File: src/rtl/psum_accum_ctrl_pkg.sv
// -----------------------------------------------------------------------------
// psum_accum_ctrl_pkg
// Shared definitions for the psum drain/accumulate controller:
//   - state_t : controller state encoding (IDLE, POP, ACC, WR, DONE)
//   - SRAM control encodings (chip enable and write enable are active-low)
// -----------------------------------------------------------------------------
package psum_accum_ctrl_pkg;

    typedef enum logic [2:0] {
        ST_IDLE = 3'd0,
        ST_POP  = 3'd1,
        ST_ACC  = 3'd2,
        ST_WR   = 3'd3,
        ST_DONE = 3'd4
    } state_t;

    localparam logic MEM_CEN_ON    = 1'b0;
    localparam logic MEM_CEN_OFF   = 1'b1;
    localparam logic MEM_WEN_WRITE = 1'b0;
    localparam logic MEM_WEN_READ  = 1'b1;

endpackage

File: src/rtl/psum_accum_ctrl_lane_add.sv
// -----------------------------------------------------------------------------
// psum_lane_add
// One psum lane of the accumulator: wrap-around two's complement add of the
// popped OFIFO value and the previous SRAM value, with the SRAM operand forced
// to zero on the first kernel pass and optional ReLU clamping.
// Ports:
//   i_a      : psum from the OFIFO word
//   i_b      : psum read back from the SRAM
//   i_zero_b : ignore i_b (first pass, SRAM contents are stale)
//   i_relu   : clamp negative results to zero
//   o_sum    : lane result
// -----------------------------------------------------------------------------
module psum_lane_add
    import psum_accum_ctrl_pkg::*;
#(
    parameter int psum_bw = 16
) (
    input  logic [psum_bw-1:0] i_a,
    input  logic [psum_bw-1:0] i_b,
    input  logic               i_zero_b,
    input  logic               i_relu,
    output logic [psum_bw-1:0] o_sum
);

    logic [psum_bw-1:0] w_b;
    logic [psum_bw-1:0] w_sum;

    // Operand select, wrap-around add and ReLU clamp.
    always_comb begin
        if (i_zero_b) begin
            w_b = '0;
        end else begin
            w_b = i_b;
        end
        w_sum = i_a + w_b;
        if (i_relu && w_sum[psum_bw-1]) begin
            o_sum = '0;
        end else begin
            o_sum = w_sum;
        end
    end

endmodule

File: src/rtl/psum_accum_ctrl.sv
// -----------------------------------------------------------------------------
// psum_accum_ctrl
// Drain stage behind the corelet OFIFO. Pops one col-wide psum word per output
// pixel and accumulates it into a single-port psum SRAM over num_kij kernel
// passes, with optional ReLU on the last pass. Each element takes three
// cycles: POP (pop + SRAM read), ACC (add), WR (SRAM write).
// Ports:
//   clk, reset          : clock, asynchronous active-high reset
//   start               : launch pulse, only honoured in IDLE
//   len_onij, num_kij   : pixels per pass / number of passes (0 acts as 1)
//   relu_en             : ReLU on the final pass
//   ofifo_valid/output  : OFIFO head; ofifo_rd pops it on the same edge
//   mem_cen/wen/a/d/q   : single-port SRAM (active-low cen/wen, q 1 cycle late)
//   busy, done, kij_cnt : status
// -----------------------------------------------------------------------------
module psum_accum_ctrl
    import psum_accum_ctrl_pkg::*;
#(
    parameter int col     = 8,
    parameter int psum_bw = 16,
    parameter int addr_w  = 4
) (
    input  logic                   clk,
    input  logic                   reset,
    input  logic                   start,
    input  logic [addr_w:0]        len_onij,
    input  logic [3:0]             num_kij,
    input  logic                   relu_en,
    input  logic                   ofifo_valid,
    input  logic [col*psum_bw-1:0] ofifo_output,
    output logic                   ofifo_rd,
    output logic                   mem_cen,
    output logic                   mem_wen,
    output logic [addr_w-1:0]      mem_a,
    output logic [col*psum_bw-1:0] mem_d,
    input  logic [col*psum_bw-1:0] mem_q,
    output logic                   busy,
    output logic                   done,
    output logic [3:0]             kij_cnt
);

    state_t                 r_state;
    state_t                 w_state_nxt;
    logic [addr_w-1:0]      r_onij;
    logic [3:0]             r_kij;
    logic [addr_w:0]        r_last_onij;
    logic [3:0]             r_last_kij;
    logic                   r_relu;
    logic [col*psum_bw-1:0] r_data_q;
    logic [col*psum_bw-1:0] r_sum_q;

    logic [addr_w:0]        w_len_m1;
    logic [3:0]             w_num_m1;
    logic                   w_onij_last;
    logic                   w_kij_last;
    logic                   w_first_pass;
    logic                   w_relu_now;
    logic [col*psum_bw-1:0] w_sum;

    // A zero length or pass count behaves like one, so the stored limit saturates at 0.
    assign w_len_m1     = (len_onij == '0) ? '0 : (len_onij - {{addr_w{1'b0}}, 1'b1});
    assign w_num_m1     = (num_kij == 4'd0) ? 4'd0 : (num_kij - 4'd1);
    assign w_onij_last  = ({1'b0, r_onij} == r_last_onij);
    assign w_kij_last   = (r_kij == r_last_kij);
    assign w_first_pass = (r_kij == 4'd0);
    assign w_relu_now   = r_relu && w_kij_last;

    for (genvar g = 0; g < col; g++) begin : g_lane
        psum_lane_add #(
            .psum_bw (psum_bw)
        ) u_lane (
            .i_a      (r_data_q[g*psum_bw +: psum_bw]),
            .i_b      (mem_q[g*psum_bw +: psum_bw]),
            .i_zero_b (w_first_pass),
            .i_relu   (w_relu_now),
            .o_sum    (w_sum[g*psum_bw +: psum_bw])
        );
    end

    // State register.
    always_ff @(posedge clk or posedge reset) begin
        if (reset) begin
            r_state <= ST_IDLE;
        end else begin
            r_state <= w_state_nxt;
        end
    end

    // Counters, latched configuration and the data pipeline registers.
    always_ff @(posedge clk or posedge reset) begin
        if (reset) begin
            r_onij      <= '0;
            r_kij       <= 4'd0;
            r_last_onij <= '0;
            r_last_kij  <= 4'd0;
            r_relu      <= 1'b0;
            r_data_q    <= '0;
            r_sum_q     <= '0;
        end else begin
            case (r_state)
                ST_IDLE: begin
                    if (start) begin
                        r_onij      <= '0;
                        r_kij       <= 4'd0;
                        r_last_onij <= w_len_m1;
                        r_last_kij  <= w_num_m1;
                        r_relu      <= relu_en;
                    end
                end
                ST_POP: begin
                    if (ofifo_valid) begin
                        r_data_q <= ofifo_output;
                    end
                end
                ST_ACC: begin
                    r_sum_q <= w_sum;
                end
                ST_WR: begin
                    if (!w_onij_last) begin
                        r_onij <= r_onij + {{(addr_w-1){1'b0}}, 1'b1};
                    end else if (!w_kij_last) begin
                        r_onij <= '0;
                        r_kij  <= r_kij + 4'd1;
                    end else begin
                        r_onij <= r_onij;
                    end
                end
                default: begin
                    r_onij <= r_onij;
                end
            endcase
        end
    end

    // Next-state and SRAM/OFIFO strobes decoded from the registered state.
    always_comb begin
        w_state_nxt = r_state;
        ofifo_rd    = 1'b0;
        mem_cen     = MEM_CEN_OFF;
        mem_wen     = MEM_WEN_READ;
        mem_a       = '0;
        mem_d       = '0;
        case (r_state)
            ST_IDLE: begin
                if (start) begin
                    w_state_nxt = ST_POP;
                end else begin
                    w_state_nxt = ST_IDLE;
                end
            end
            ST_POP: begin
                // Pop and fetch the previous partial sum in the same cycle.
                if (ofifo_valid) begin
                    ofifo_rd    = 1'b1;
                    mem_cen     = MEM_CEN_ON;
                    mem_wen     = MEM_WEN_READ;
                    mem_a       = r_onij;
                    w_state_nxt = ST_ACC;
                end else begin
                    w_state_nxt = ST_POP;
                end
            end
            ST_ACC: begin
                w_state_nxt = ST_WR;
            end
            ST_WR: begin
                mem_cen = MEM_CEN_ON;
                mem_wen = MEM_WEN_WRITE;
                mem_a   = r_onij;
                mem_d   = r_sum_q;
                if (w_onij_last && w_kij_last) begin
                    w_state_nxt = ST_DONE;
                end else begin
                    w_state_nxt = ST_POP;
                end
            end
            ST_DONE: begin
                w_state_nxt = ST_IDLE;
            end
            default: begin
                w_state_nxt = ST_IDLE;
            end
        endcase
    end

    assign busy    = (r_state != ST_IDLE);
    assign done    = (r_state == ST_DONE);
    assign kij_cnt = r_kij;

endmodule

File: config.mk
export PLATFORM = sky130hd
export DESIGN_NAME = psum_accum_ctrl
export DESIGN_NICKNAME = d
export VERILOG_FILES = /design/src/rtl/psum_accum_ctrl_pkg.sv /design/src/rtl/psum_accum_ctrl_lane_add.sv /design/src/rtl/psum_accum_ctrl.sv
export SDC_FILE = /design/constraint.sdc
export NUM_CORES = 1
export LEC_CHECK = 0
export CAP_MARGIN = 40
export CELL_PAD_IN_SITES_DETAIL_PLACEMENT = 1
export CELL_PAD_IN_SITES_GLOBAL_PLACEMENT = 2
export CORE_UTILIZATION = 30
export DETAILED_ROUTE_END_ITERATION = 7
export PLACE_DENSITY = 0.78
export SETUP_SLACK_MARGIN = 0.2
export SKIP_CTS_REPAIR_TIMING = 1
export SYNTH_ARGS = -nofsm -noshare
export SYNTH_HDL_FRONTEND = slang
export SYNTH_SLANG_ARGS = --single-unit
File: constraint.sdc
create_clock -name clk -period 21.9 [get_ports clk]
set_input_delay 2.19 -clock clk [delete_from_list [all_inputs] [get_ports clk]]
set_output_delay 2.19 -clock clk [all_outputs]
set_load 0.01 [all_outputs]
# Word level (Yosys, flattened, before mapping)
# Cells that the tools add are included.
totals:
  register_bits: 277
  in_bits: 270
  word_cells: 87
op_classes:
  n_addsub: 12
  eq_ne: 10
  mux: 37
  n_reduce_logical: 20
ops:
  columns: ["operator", "count"]
  rows:
  - ["16-bit two-way mux", 16]
  - ["16-bit adder", 8]
  - ["128-bit two-way mux", 1]
  - ["4-bit two-way mux", 7]
  - ["4-bit case mux with 2 select lines", 3]
  - ["3-bit case mux with 4 select lines", 1]
  - ["1-bit logical AND", 10]
  - ["4-bit by 1-bit adder with 4-bit output (second input constant)", 2]
  - ["4-bit logical NOT", 2]
  - ["3-bit by 2-bit equality test with 1-bit output (second input constant)", 2]
  - ["2-bit inequality test (second input constant)", 3]
  - ["4-bit by 5-bit equality test with 1-bit output", 1]
  - ["5-bit logical NOT", 1]
  - ["1-bit two-way mux", 5]
  - ["5-bit two-way mux", 1]
  - ["5-bit by 1-bit subtractor with 5-bit output (second input constant)", 1]
  - ["4-bit equality test", 1]
  - ["2-bit AND reduction", 2]
  - ["4-bit AND reduction", 1]
  - ["4-bit by 1-bit subtractor with 4-bit output (second input constant)", 1]
  - ["3-bit by 1-bit equality test with 1-bit output (second input constant)", 1]
  - ["3-bit equality test (second input constant)", 1]
  - ["3-bit logical NOT", 1]
  - ["3-bit two-way mux", 1]
  - ["other kinds (6)", 6]

# Longest topological paths before layout
# Gate-level depths: netlist (run 1).
depth:
  word_depth: 5
  mapped_depth: 18
  depth_no_buf: 15

# Cells and area by module
# From an unflattened synthesis (run 1), not the netlist that was laid out.
unflattened:
  hier_cells: 1853
  area_unflattened_um2: 19209.7
by_module_without_submodules:
  columns: ["module", "instances", "cells_each", "area_each_um2", "seq_area_each_um2"]
  rows:
  - ["psum_accum_ctrl", 1, 816, 11579.9, 6931.6]
  - ["psum_lane_add (g_lane[3].u_lane ...)", 5, 130, 954.7, 0.0]
  - ["psum_lane_add (g_lane[0].u_lane ...)", 3, 129, 952.2, 0.0]

# Worst setup path before layout (run 1)
# No wires, ideal clock.
synth_path:
  path_type: "input to output"
  start: "input ofifo_valid"
  end: "output mem_a[0]"
  arrival_ps: 3366
  required_ps: 19710
  slack_ps: 16344
  stages: 4
  cell_sequence: "nor4b_1 clkbuf_1 nor2_1 nor2b_1"
synth_between:
  elab_chain_cells: 2
synth_lines:
  columns: ["item", "line", "text"]
  rows:
  - ["start, declared", "psum_accum_ctrl.sv:29", "input logic ofifo_valid,"]
  - ["4-bit two-way mux", "psum_accum_ctrl.sv:153", "if (ofifo_valid) begin"]
  - ["4-bit case mux with 2 select lines", "psum_accum_ctrl.sv:143", "case (r_state)"]
  - ["end, declared", "psum_accum_ctrl.sv:34", "output logic [addr_w-1:0] mem_a,"]
# No other way between the ends.

# Worst setup path after layout (run 1)
layout_path:
  start: "input ofifo_valid"
  end: "output mem_a[2]"
# The elaborated chain is that of the path after synthesis.

==> impl_metrics.toml, run 1 <==
[outcome]
status = "complete, no violations"

[critical_path]
critPathBufInv = 3
crit_fanout = 139
critPathSlowestCell = "buf_12"
r2r_start = "kij_cnt[0]$_DFFE_PP0P_"
crit_path_start_kind = "input pin"
critical-path-top-delay-family = "buffers and inverters"
ff2ff_path_depth = 17
worstSetupPathType = "input pin to output pin"
reg2reg_setup_slack_ps = 17070
cpPeakStageDelay_ps = 680
cp-end-kind = "output pin"
critical_path.cell_chain = "clkdlybuf4s50_1 > nor4b_2 > buf_12 > nor2_1 > nor2b_1 > clkdlybuf4s50_1"
arrival_ps = 4600
path_common_cell = "clkdlybuf4s50_1"
required_ps = 19710
reg2reg_to = "r_sum_q[30]$_DFFE_PP0P_"

[die]
io-pin-count = 411
die_w_um = 242
die_y_um = 242
die_area_um2 = 58600
fp-row-count = 87
core_um2 = 56600
initial_core_util_pct = 30.5

[clock_network]
htreeDepth = 2
insertion_delay_ps = 540
cts.clk_slew.worst_paths_ps = 60
cts_buffer_depth = 3
clock_sinks = 277
clockRootBuffer = "clkbuf_16"
cts_tree = "yes"
cts_made_buffers = 38

[synth]
muxShareOfSynthArea_pct = 7.95
synth_seq_cells = 277
syn_avg_cell_area_um2 = 10.2
ys_seq_area_share_pct = 40.1
synth-compound-area-share_pct = 17.2
synth_xor_xnor_area_share_pct = 5.76
syn-cell-area_um2 = 17300
synth_enable_flop_cells = 0
synth_nets = 2101
synthSimpleGateAreaFrac_pct = 16.4
synth_top_family_by_area = "compound AO/OA/AOI/OAI gates"
synth_cell_type_count = 69
synthAdderAreaFrac_pct = 9.91
yosysWarnings = 0
syn_inst = 1699
ys_async_sr_fraction_pct = 100
ys.flop_type = "dfrtp_1"

[pwr]
switching_share_pct = 41.0
p_int_mw = 2.13
comb_power_share_pct = 57.8
p_leak_nw = 10.2
p_switching_mw = 1.48
clock_power_share_pct = 17.0
ir_drop_uv = 67.5
powerDensity_nw_per_um2 = 153
pwr-share-seq_pct = 25.2

[timing]
fin_crit_ps = 6790
maxSlewHeadroom_pct = 40.5
fmax_mhz = 147
period_share_pct = 31.0
slew_viol_final = 0
setup_tns_ps = 0
finalClockSkew_ps = 14.3
setup_viol = 0
final-hold-violation-count = 0
worstMarginPinSlew_ps = 892
rsz0062_at_grt = "no"
setup_ws_ps = 15110
whs_ps = 472

[final_layout]
drive_gt1_share_pct = 8.96
fillCellCount = 6327
multi_input_area_um2 = 9910
finalNonFillerCells = 2884
areaGrowthSynthToFinish_pct = 36.1
design_area_um2 = 23500
nets = 2497
regArea_um2 = 6930

[grt]
grt_max_degree = 142
grt_pass1_wl_mm = 91.6
grt.overflow.total = 0
first_global_vias = 15855
antenna_found_initial = 12
track_usage_pct = 19.8

[route]
vias_per_cell = 5.04
drtPass1Iterations = 5
vias = 14525
wl_per_cell_um = 20.2
totalWireLength_mm = 58.3
drt-initial-drc-count = 444
antenna_left = 0
drcViolationCount = 0

[min_path]
min_path_cells = 2
min_to = "r_last_onij[4]$_DFFE_PP0P_"
min_from = "r_last_onij[4]$_DFFE_PP0P_"
hold_class = "flip-flop to flip-flop"

[placement]
dp_slack_ps = 15030
dp.cells = 2811
gp_congestion = 0.829
post_dp_cell_area_um2 = 22300
dp_hpwl_mm = 42.9
portBuffers = 410

[run]
max_cap_viol_count = 0
==> worst reg2reg max path, stage by stage, from the launching register on <==
cell       delay, ps
dfrtp_1          470
inv_1            120
ha_1             200
or3b_4           540
buf_4            500
buf_12           270
nand2_1          170
inv_1             80
ha_1             220
a21oi_1          230
o22ai_1          150
o21ai_1          350
o2111ai_1        220
a31oi_1          290
xor3_1           320
a21oi_1          170
buf_4            260
a2bb2oi_1        210
==> cells in the mapped netlist (5+ instances only) <==
cell       instances  area share [%]
xnor2_1           80             4.1
nand2_1           82             1.8
fa_1               8            0.93
nor2_1            76             1.7
or3_1              6            0.22
nor3_1            16            0.46
nand2b_1          18            0.65
and2_1           242             8.8
clkbuf_1          64             1.4
a32o_1             7            0.41
a31oi_1            9            0.33
ha_1             124             9.0
o31a_1             8            0.41
o2111ai_1          6            0.30
o31ai_1            7            0.30
a22o_1           102             5.2
o21a_1            26             1.1
nand3_1           17            0.49
dfrtp_1          277              40
xor2_1            31             1.6
nor2b_1           25            0.91
and3_1             9            0.33
inv_1             46             1.0
o21ai_0           53             1.5
buf_2              5            0.14
nand4_1            8            0.29
a41oi_1            5            0.25
a21o_1            28             1.2
mux2_2            94             6.1
mux2_1            28             1.8
a21oi_1           89             2.6
a211oi_1          13            0.56
o21ai_1           19            0.55
o211ai_1          16            0.70
==> routing by layer <==
layer  global-route usage (%)  vias up  part of all wire (%)
li1                         -     6875                     -
met1                     25.4     7247                    44
met2                     33.2      312                    48
met3                     3.42       89                   4.5
met4                     7.43        2                   3.3
met5                        0        -                 0.022
==> worst max path at each step <==
stage | start | to | cells after the start
floorplan | reset | kij_cnt[0]$_DFFE_PP0P_ | 1
global placement | ofifo_valid | mem_a[1] | 6
detailed placement | ofifo_valid | mem_a[3] | 6
CTS | ofifo_valid | mem_a[2] | 6
global route | ofifo_valid | mem_a[1] | 6
finish | ofifo_valid | mem_a[2] | 6
==> power by group through the flow <==
stage | sequential, mW | combinational, mW | clock (mW)
5_1_grt | 0.945 | 2.31 | 0.652
3_3_place_gp | 0.908 | 2.02 | 0
2_1_floorplan | 0.866 | 1.52 | 0
4_1_cts | 0.913 | 2.11 | 0.634
6_report | 0.909 | 2.08 | 0.612
3_5_place_dp | 0.917 | 2.09 | 0
==> metrics by stage <==
step	total power [mW]	util, %
finish	3.60	41.5
global route	3.91	41.5
CTS	3.66	41.5
detailed placement	3.01	39.4
global placement	2.92	39.2
floorplan	2.39	-
==> cell usage in the layout, fill, tap and decap left out, types with 76 or more instances in the layout <==
cell type	n
a21oi_1	89
nor2_1	76
clkdlybuf4s50_1	410
and2_1	242
xnor2_1	80
dfrtp_1	277
a22o_1	102
mux2_2	94
nand2_1	82
ha_1	124
==> layout make-up <==
type	count	area share, %
diodes	7	0.0745
inverters	47	0.782
clock buffers	53	4.59
flip-flops and latches	277	29.5
clock inverters	13	0.559
multi-input cells	1304	42.2
well taps	756	4.02
repair buffers	427	18.3
==> sequential cells by signal, summed over array words and instances (netlist names) <==
register     count
kij_cnt          4
r_relu           1
r_sum_q        128
r_onij           4
r_data_q       128
r_last_onij      5
r_state          3
r_last_kij       4
==> logic make-up (layout without fill, tap and decap cells) <==
| family | count (synthesis) | after routing |
|---|---|---|
| simple gates | 518 | 518 |
| compound gates | 420 | 420 |
| flops | 277 | 277 |
| fa+ha+maj | 132 | 132 |
| mux | 122 | 122 |
| buf+inv | 118 | 540 |
| xor+xnor | 112 | 112 |
| other cells | 0 | 7 |
Note: power is estimated with default switching activity, not from simulation.
==> run 2: changes to the inputs <==
==> constraint.sdc (replaced) <==
create_clock -name clk -period 6.8 [get_ports clk]
set_input_delay 0.68 -clock clk [delete_from_list [all_inputs] [get_ports clk]]
set_output_delay 0.68 -clock clk [all_outputs]
set_load 0.01 [all_outputs]
==> run 2 against run 1 <==
Against the previous run: highest routed layer unchanged; sequential share of layout area about the same; largest cell class unchanged; die area unchanged; register-to-register slack worse by 15000 ps; utilization about the same; combinational power grew to 3.2 times the previous value; clock skew grew 0.59 ps; critical path depth increased by 10; power rose to 3.2 times the previous value; final cell count increased by 0.14%; sequential power increased to 3.3 times the previous value; clock power increased to 3.3 times the previous value; non-clock buffer count rose by 2.
==> impl_metrics.toml, run 2 (synthesized netlist as in run 1, its figures left out) <==
[route]
wl_per_cell_um = 20.3
vias_per_cell = 5.01
totalWireLength_mm = 58.6
drcViolationCount = 0
vias = 14479
drtPass1Iterations = 4
drt-initial-drc-count = 474
antenna_left = 0

[final_layout]
areaGrowthSynthToFinish_pct = 36.1
fillCellCount = 6350
multi_input_area_um2 = 9910
design_area_um2 = 23500
drive_gt1_share_pct = 8.99
layout_common_cells = "410 x clkdlybuf4s50_1, 277 x dfrtp_1, 242 x and2_1, 124 x ha_1, 102 x a22o_1"
largestRegisters = "r_data_q (128), r_sum_q (128), r_last_onij (5)"
layout_commonest_cell = "clkdlybuf4s50_1"
nets = 2499
regArea_um2 = 6930

[pwr]
p_switching_mw = 4.75
p_int_mw = 6.88
comb_power_share_pct = 57.2
p_leak_nw = 10.2
ir_drop_uv = 211
powerDensity_nw_per_um2 = 494
pwr-share-seq_pct = 25.5
clock_power_share_pct = 17.3
switching_share_pct = 40.8

[clock_network]
cts_made_buffers = 38
cts_buffer_depth = 3
clockRootBuffer = "clkbuf_16"
htreeDepth = 2
cts_tree = "yes"
clock_sinks = 277
cts.clk_slew.worst_paths_ps = 60
insertion_delay_ps = 550

[placement]
gp_congestion = 0.841
post_dp_cell_area_um2 = 22300
dp_hpwl_mm = 44.2
portBuffers = 410

[die]
die_w_um = 242
core_um2 = 56600
die_y_um = 242
io-pin-count = 411
initial_core_util_pct = 30.5
fp-row-count = 87
die_area_um2 = 58600

[grt]
first_global_vias = 15800
antenna_found_initial = 8
track_usage_pct = 19.9
grt_max_degree = 141
grt.overflow.total = 0
grt_pass1_wl_mm = 92.1

[critical_path]
required_ps = 7270
worstSetupPathType = "flip-flop to flip-flop"
crit_fanout = 50
critical_path.cell_chain = "inv_1 > ha_1 > or3b_4 > buf_4 > nand2_1 > inv_1 > ha_1 > a211oi_1 > o211ai_1 > a41o_1 > nand2b_1 > a21oi_1 > xnor2_1 > a21oi_1 > buf_4 > a32o_1"
crit_path_start_kind = "flip-flop"
cp-end-kind = "flip-flop"
arrival_ps = 5180
cpPeakStageDelay_ps = 650
critPathSlowestCell = "or3b_4"

[timing]
period_share_pct = 69.2
fin_crit_ps = 4710
final-hold-violation-count = 0
rsz0062_at_grt = "no"
slew_viol_final = 0
finalClockSkew_ps = 14.9
fmax_mhz = 212
setup_viol = 0
worstMarginPinSlew_ps = 899
setup_tns_ps = 0
maxSlewHeadroom_pct = 40.1

[min_path]
hold_class = "flip-flop to flip-flop"

[outcome]
status = "complete, no violations"

[run]
max_cap_viol_count = 0
[run 2: cell count changes in the layout (fill, tap and decap cells not counted), moves of 2 or more]
cell / delta
buf_4: +4
clkinv_4: -2
buf_12: -2
clkbuf_16: +2
clkbuf_1: +2
[run 2: critical path: cells and delay by family (launching register included)]
kind / cells / cell delay (ps)
compound gates: 6 / 1600
buf+inv: 4 / 1030
simple gates: 3 / 920
fa+ha+maj: 2 / 430
flops: 1 / 420
xor+xnor: 1 / 170
[run 2: area by class of cell]
type                       instances  area share, %
multi-input combinational       1304           42.1
sequential                       277           29.5
timing repair buffer             429           18.2
clock buffer                      58           4.89
tap                              756           4.02
inverter                          47          0.766
clock inverter                     9          0.404
antenna                            8         0.0851
[run 2: power groups by stage]
stage	Clock, mW	Combinational [mW]	Sequential, mW
after floorplan	0	4.89	2.79
after global placement	0	6.48	2.97
after detailed placement	0	6.68	2.99
after CTS	2.08	6.74	2.98
after global routing	2.14	7.40	3.07
final	2.01	6.65	2.96
[run 2: final timing paths]
| check | start | to | slack [ps] | cells after the start |
|---|---|---|---|---|
| worst max-delay path | kij_cnt[0]$_DFFE_PP0P_ | r_sum_q[78]$_DFFE_PP0P_ | 2090 | 16 |
| worst min-delay path | r_sum_q[1]$_DFFE_PP0P_ | r_sum_q[1]$_DFFE_PP0P_ | 470 | 2 |
| worst max register to register | kij_cnt[0]$_DFFE_PP0P_ | r_sum_q[78]$_DFFE_PP0P_ | 2090 | 16 |
| worst min register to register | r_sum_q[1]$_DFFE_PP0P_ | r_sum_q[1]$_DFFE_PP0P_ | 470 | 2 |
| max in group asynchronous | reset | r_data_q[43]$_DFFE_PP0P_ | 5010 | 3 |
| min in group asynchronous | reset | r_last_kij[1]$_DFFE_PP0P_ | 550 | 2 |
[run 2: routing by layer]
metal,wire (um),track usage [%]
met5,11,0
met4,1620,7.06
met3,2060,3.26
met2,28600,33.8
met1,26300,25.6
[run 2: per-stage QoR]
stage,util [%],instances,hold WS (ps),setup WS [ps],total power [mW]
final,41.5,2888,467,2090,11.6
after global routing,41.5,2887,495,1620,12.6
after CTS,41.5,2880,475,2040,11.8
after detailed placement,39.3,2813,462,2100,9.67
after global placement,39.2,2808,453,1980,9.45
after floorplan,-,1699,435,2450,7.68
==> run 3: changes to the inputs <==
--- a/config.mk
+++ b/config.mk
@@ -8,9 +8,9 @@
 export CAP_MARGIN = 40
 export CELL_PAD_IN_SITES_DETAIL_PLACEMENT = 1
 export CELL_PAD_IN_SITES_GLOBAL_PLACEMENT = 2
-export CORE_UTILIZATION = 30
+export CORE_UTILIZATION = 28
 export DETAILED_ROUTE_END_ITERATION = 7
-export PLACE_DENSITY = 0.78
+export PLACE_DENSITY = 0.76
 export SETUP_SLACK_MARGIN = 0.2
 export SKIP_CTS_REPAIR_TIMING = 1
 export SYNTH_ARGS = -nofsm -noshare
==> constraint.sdc (replaced) <==
create_clock -name clk -period 4.1 [get_ports clk]
set_input_delay 0.41 -clock clk [delete_from_list [all_inputs] [get_ports clk]]
set_output_delay 0.41 -clock clk [all_outputs]
set_load 0.01 [all_outputs]
==> run 3 against run 2 <==
Against the previous run: flip-flop and latch count did not move; non-clock buffer count grew 36; register-to-register slack worse by 1800 ps; sequential power grew 67%; worst setup slack got worse by 1800 ps; largest cell class unchanged.
==> impl_metrics.toml, run 3 (synthesized netlist as in run 1, its figures left out) <==
[outcome]
status = "complete, no violations"

[critical_path]
worstSetupPathType = "flip-flop to flip-flop"
cp-end-kind = "flip-flop"
crit_fanout = 15
crit_path_start_kind = "flip-flop"
critPathBufInv = 3
critical_path.cell_chain = "inv_2 > ha_4 > or3b_4 > buf_6 > and2_1 > ha_1 > o21a_1 > o21a_1 > a2111oi_4 > o21bai_2 > a221oi_2 > xnor2_2 > a21oi_4 > buf_12 > a22o_1"
cpPeakStageDelay_ps = 500
ff2ff_path_depth = 15
path_common_cell = "o21a_1"
critPathSlowestCell = "or3b_4"
cp.depth = 15
required_ps = 4520
critical-path-top-delay-family = "compound AO/OA/AOI/OAI gates"
arrival_ps = 4250

[die]
die_w_um = 250
fp-row-count = 90
io-pin-count = 411
die_y_um = 250
die_area_um2 = 62700
core_um2 = 60700
initial_core_util_pct = 28.5

[timing]
finalClockSkew_ps = 16.1
setup_viol = 0
rsz0062_at_grt = "no"
final-hold-violation-count = 0
whs_ps = 219
period_share_pct = 93.3
fmax_mhz = 261
setup_tns_ps = 0
maxSlewHeadroom_pct = 45.1
fin_crit_ps = 3830
worstMarginPinSlew_ps = 823
slew_viol_final = 0

[pwr]
switching_share_pct = 41.0
clock_power_share_pct = 16.2
ir_drop_uv = 319
pwr-share-seq_pct = 23.9
p_leak_nw = 10.5
p_int_mw = 12.2
p_switching_mw = 8.46
comb_power_share_pct = 59.9
powerDensity_nw_per_um2 = 846

[route]
wl_per_cell_um = 20.9
vias_per_cell = 4.96
vias = 14624
drtPass1Iterations = 6
totalWireLength_mm = 61.8
drcViolationCount = 0
antenna_left = 0
drt-initial-drc-count = 539

[grt]
grt_pass1_wl_mm = 93.0
grt.overflow.total = 0
grt_max_degree = 108
track_usage_pct = 19.0
first_global_vias = 15921
antenna_found_initial = 15

[placement]
portBuffers = 410
gp_congestion = 0.829
dp_hpwl_mm = 45.1

[final_layout]
largestRegisters = "r_data_q (128), r_sum_q (128), r_last_onij (5)"
areaGrowthSynthToFinish_pct = 41.5
layout_commonest_cell = "clkdlybuf4s50_1"
layout_common_cells = "410 x clkdlybuf4s50_1, 276 x dfrtp_1, 242 x and2_1, 109 x ha_1, 102 x a22o_1"
nets = 2537
drive_gt1_share_pct = 13.5

[clock_network]
cts_made_buffers = 39
cts_buffer_depth = 3
cts.clk_slew.worst_paths_ps = 60
htreeDepth = 2
clock_sinks = 277
cts_tree = "yes"
clockRootBuffer = "clkbuf_16"
insertion_delay_ps = 550

[run]
max_cap_viol_count = 0

[min_path]
hold_class = "input pin to asynchronous set/reset pin"
-- run 3: cell type report --
class                      instances  area, um2
fill                            6604      36300
timing repair buffer             465       4760
clock inverter                    10        110
inverter                          47        180
tap                              782        978
multi-input combinational       1305      10300
clock buffer                      57       1130
sequential                       277       6930
antenna                            7       17.5
-- run 3: metrics by stage --
stage                     std cells  total power [mW]  area [um2]  util, %  worst slack, ps
after global routing           2945              22.3       24400     40.2              126
final                          2950              20.7       24400     40.3              274
after detailed placement       2851              16.3       22500     37.0             37.9
after global placement         2849              15.9       22400     36.9              107
after CTS                      2918              19.8       23700     39.0             16.4
after floorplan                1699              12.8       17300        -             24.6
-- run 3: routing by layer --
layer	global-route usage, %	up-vias	wire length (um)	part of all wire [%]
met3	4.09	119	2890	4.7
li1	-	6957	-	-
met4	6.05	20	1830	3.0
met1	22.8	7238	25400	41
met5	0	-	147	0.24
met2	33.6	290	31500	51
-- run 3: worst register-to-register path: stages (launching register included) --
cell,delay (ps)
dfrtp_2,430
inv_2,90
ha_4,140
or3b_4,500
buf_6,180
and2_1,150
ha_1,330
o21a_1,230
o21a_1,230
a2111oi_4,310
o21bai_2,130
a221oi_2,360
xnor2_2,190
a21oi_4,90
buf_12,160
a22o_1,190
-- run 3: power groups by stage --
| stage | sequential, mW | combinational, mW | clock, mW |
|---|---|---|---|
| after floorplan | 4.63 | 8.12 | 0 |
| after global placement | 4.92 | 11.0 | 0 |
| after detailed placement | 4.96 | 11.4 | 0 |
| after CTS | 4.94 | 11.4 | 3.46 |
| after global routing | 5.13 | 13.7 | 3.56 |
| final | 4.95 | 12.4 | 3.34 |
-- run 3: worst paths after layout --
path / slack, ps / startpoint / end
max in group asynchronous: 2820 / reset / r_sum_q[65]$_DFFE_PP0P_
worst min register to register: 480 / r_relu$_DFFE_PP0P_ / r_relu$_DFFE_PP0P_
worst max-delay path: 270 / kij_cnt[0]$_DFFE_PP0P_ / r_sum_q[109]$_DFFE_PP0P_
min in group clk: 430 / ofifo_output[49] / r_data_q[49]$_DFFE_PP0P_
worst min-delay path: 220 / reset / r_last_kij[3]$_DFFE_PP0P_
worst max register to register: 270 / kij_cnt[0]$_DFFE_PP0P_ / r_sum_q[109]$_DFFE_PP0P_
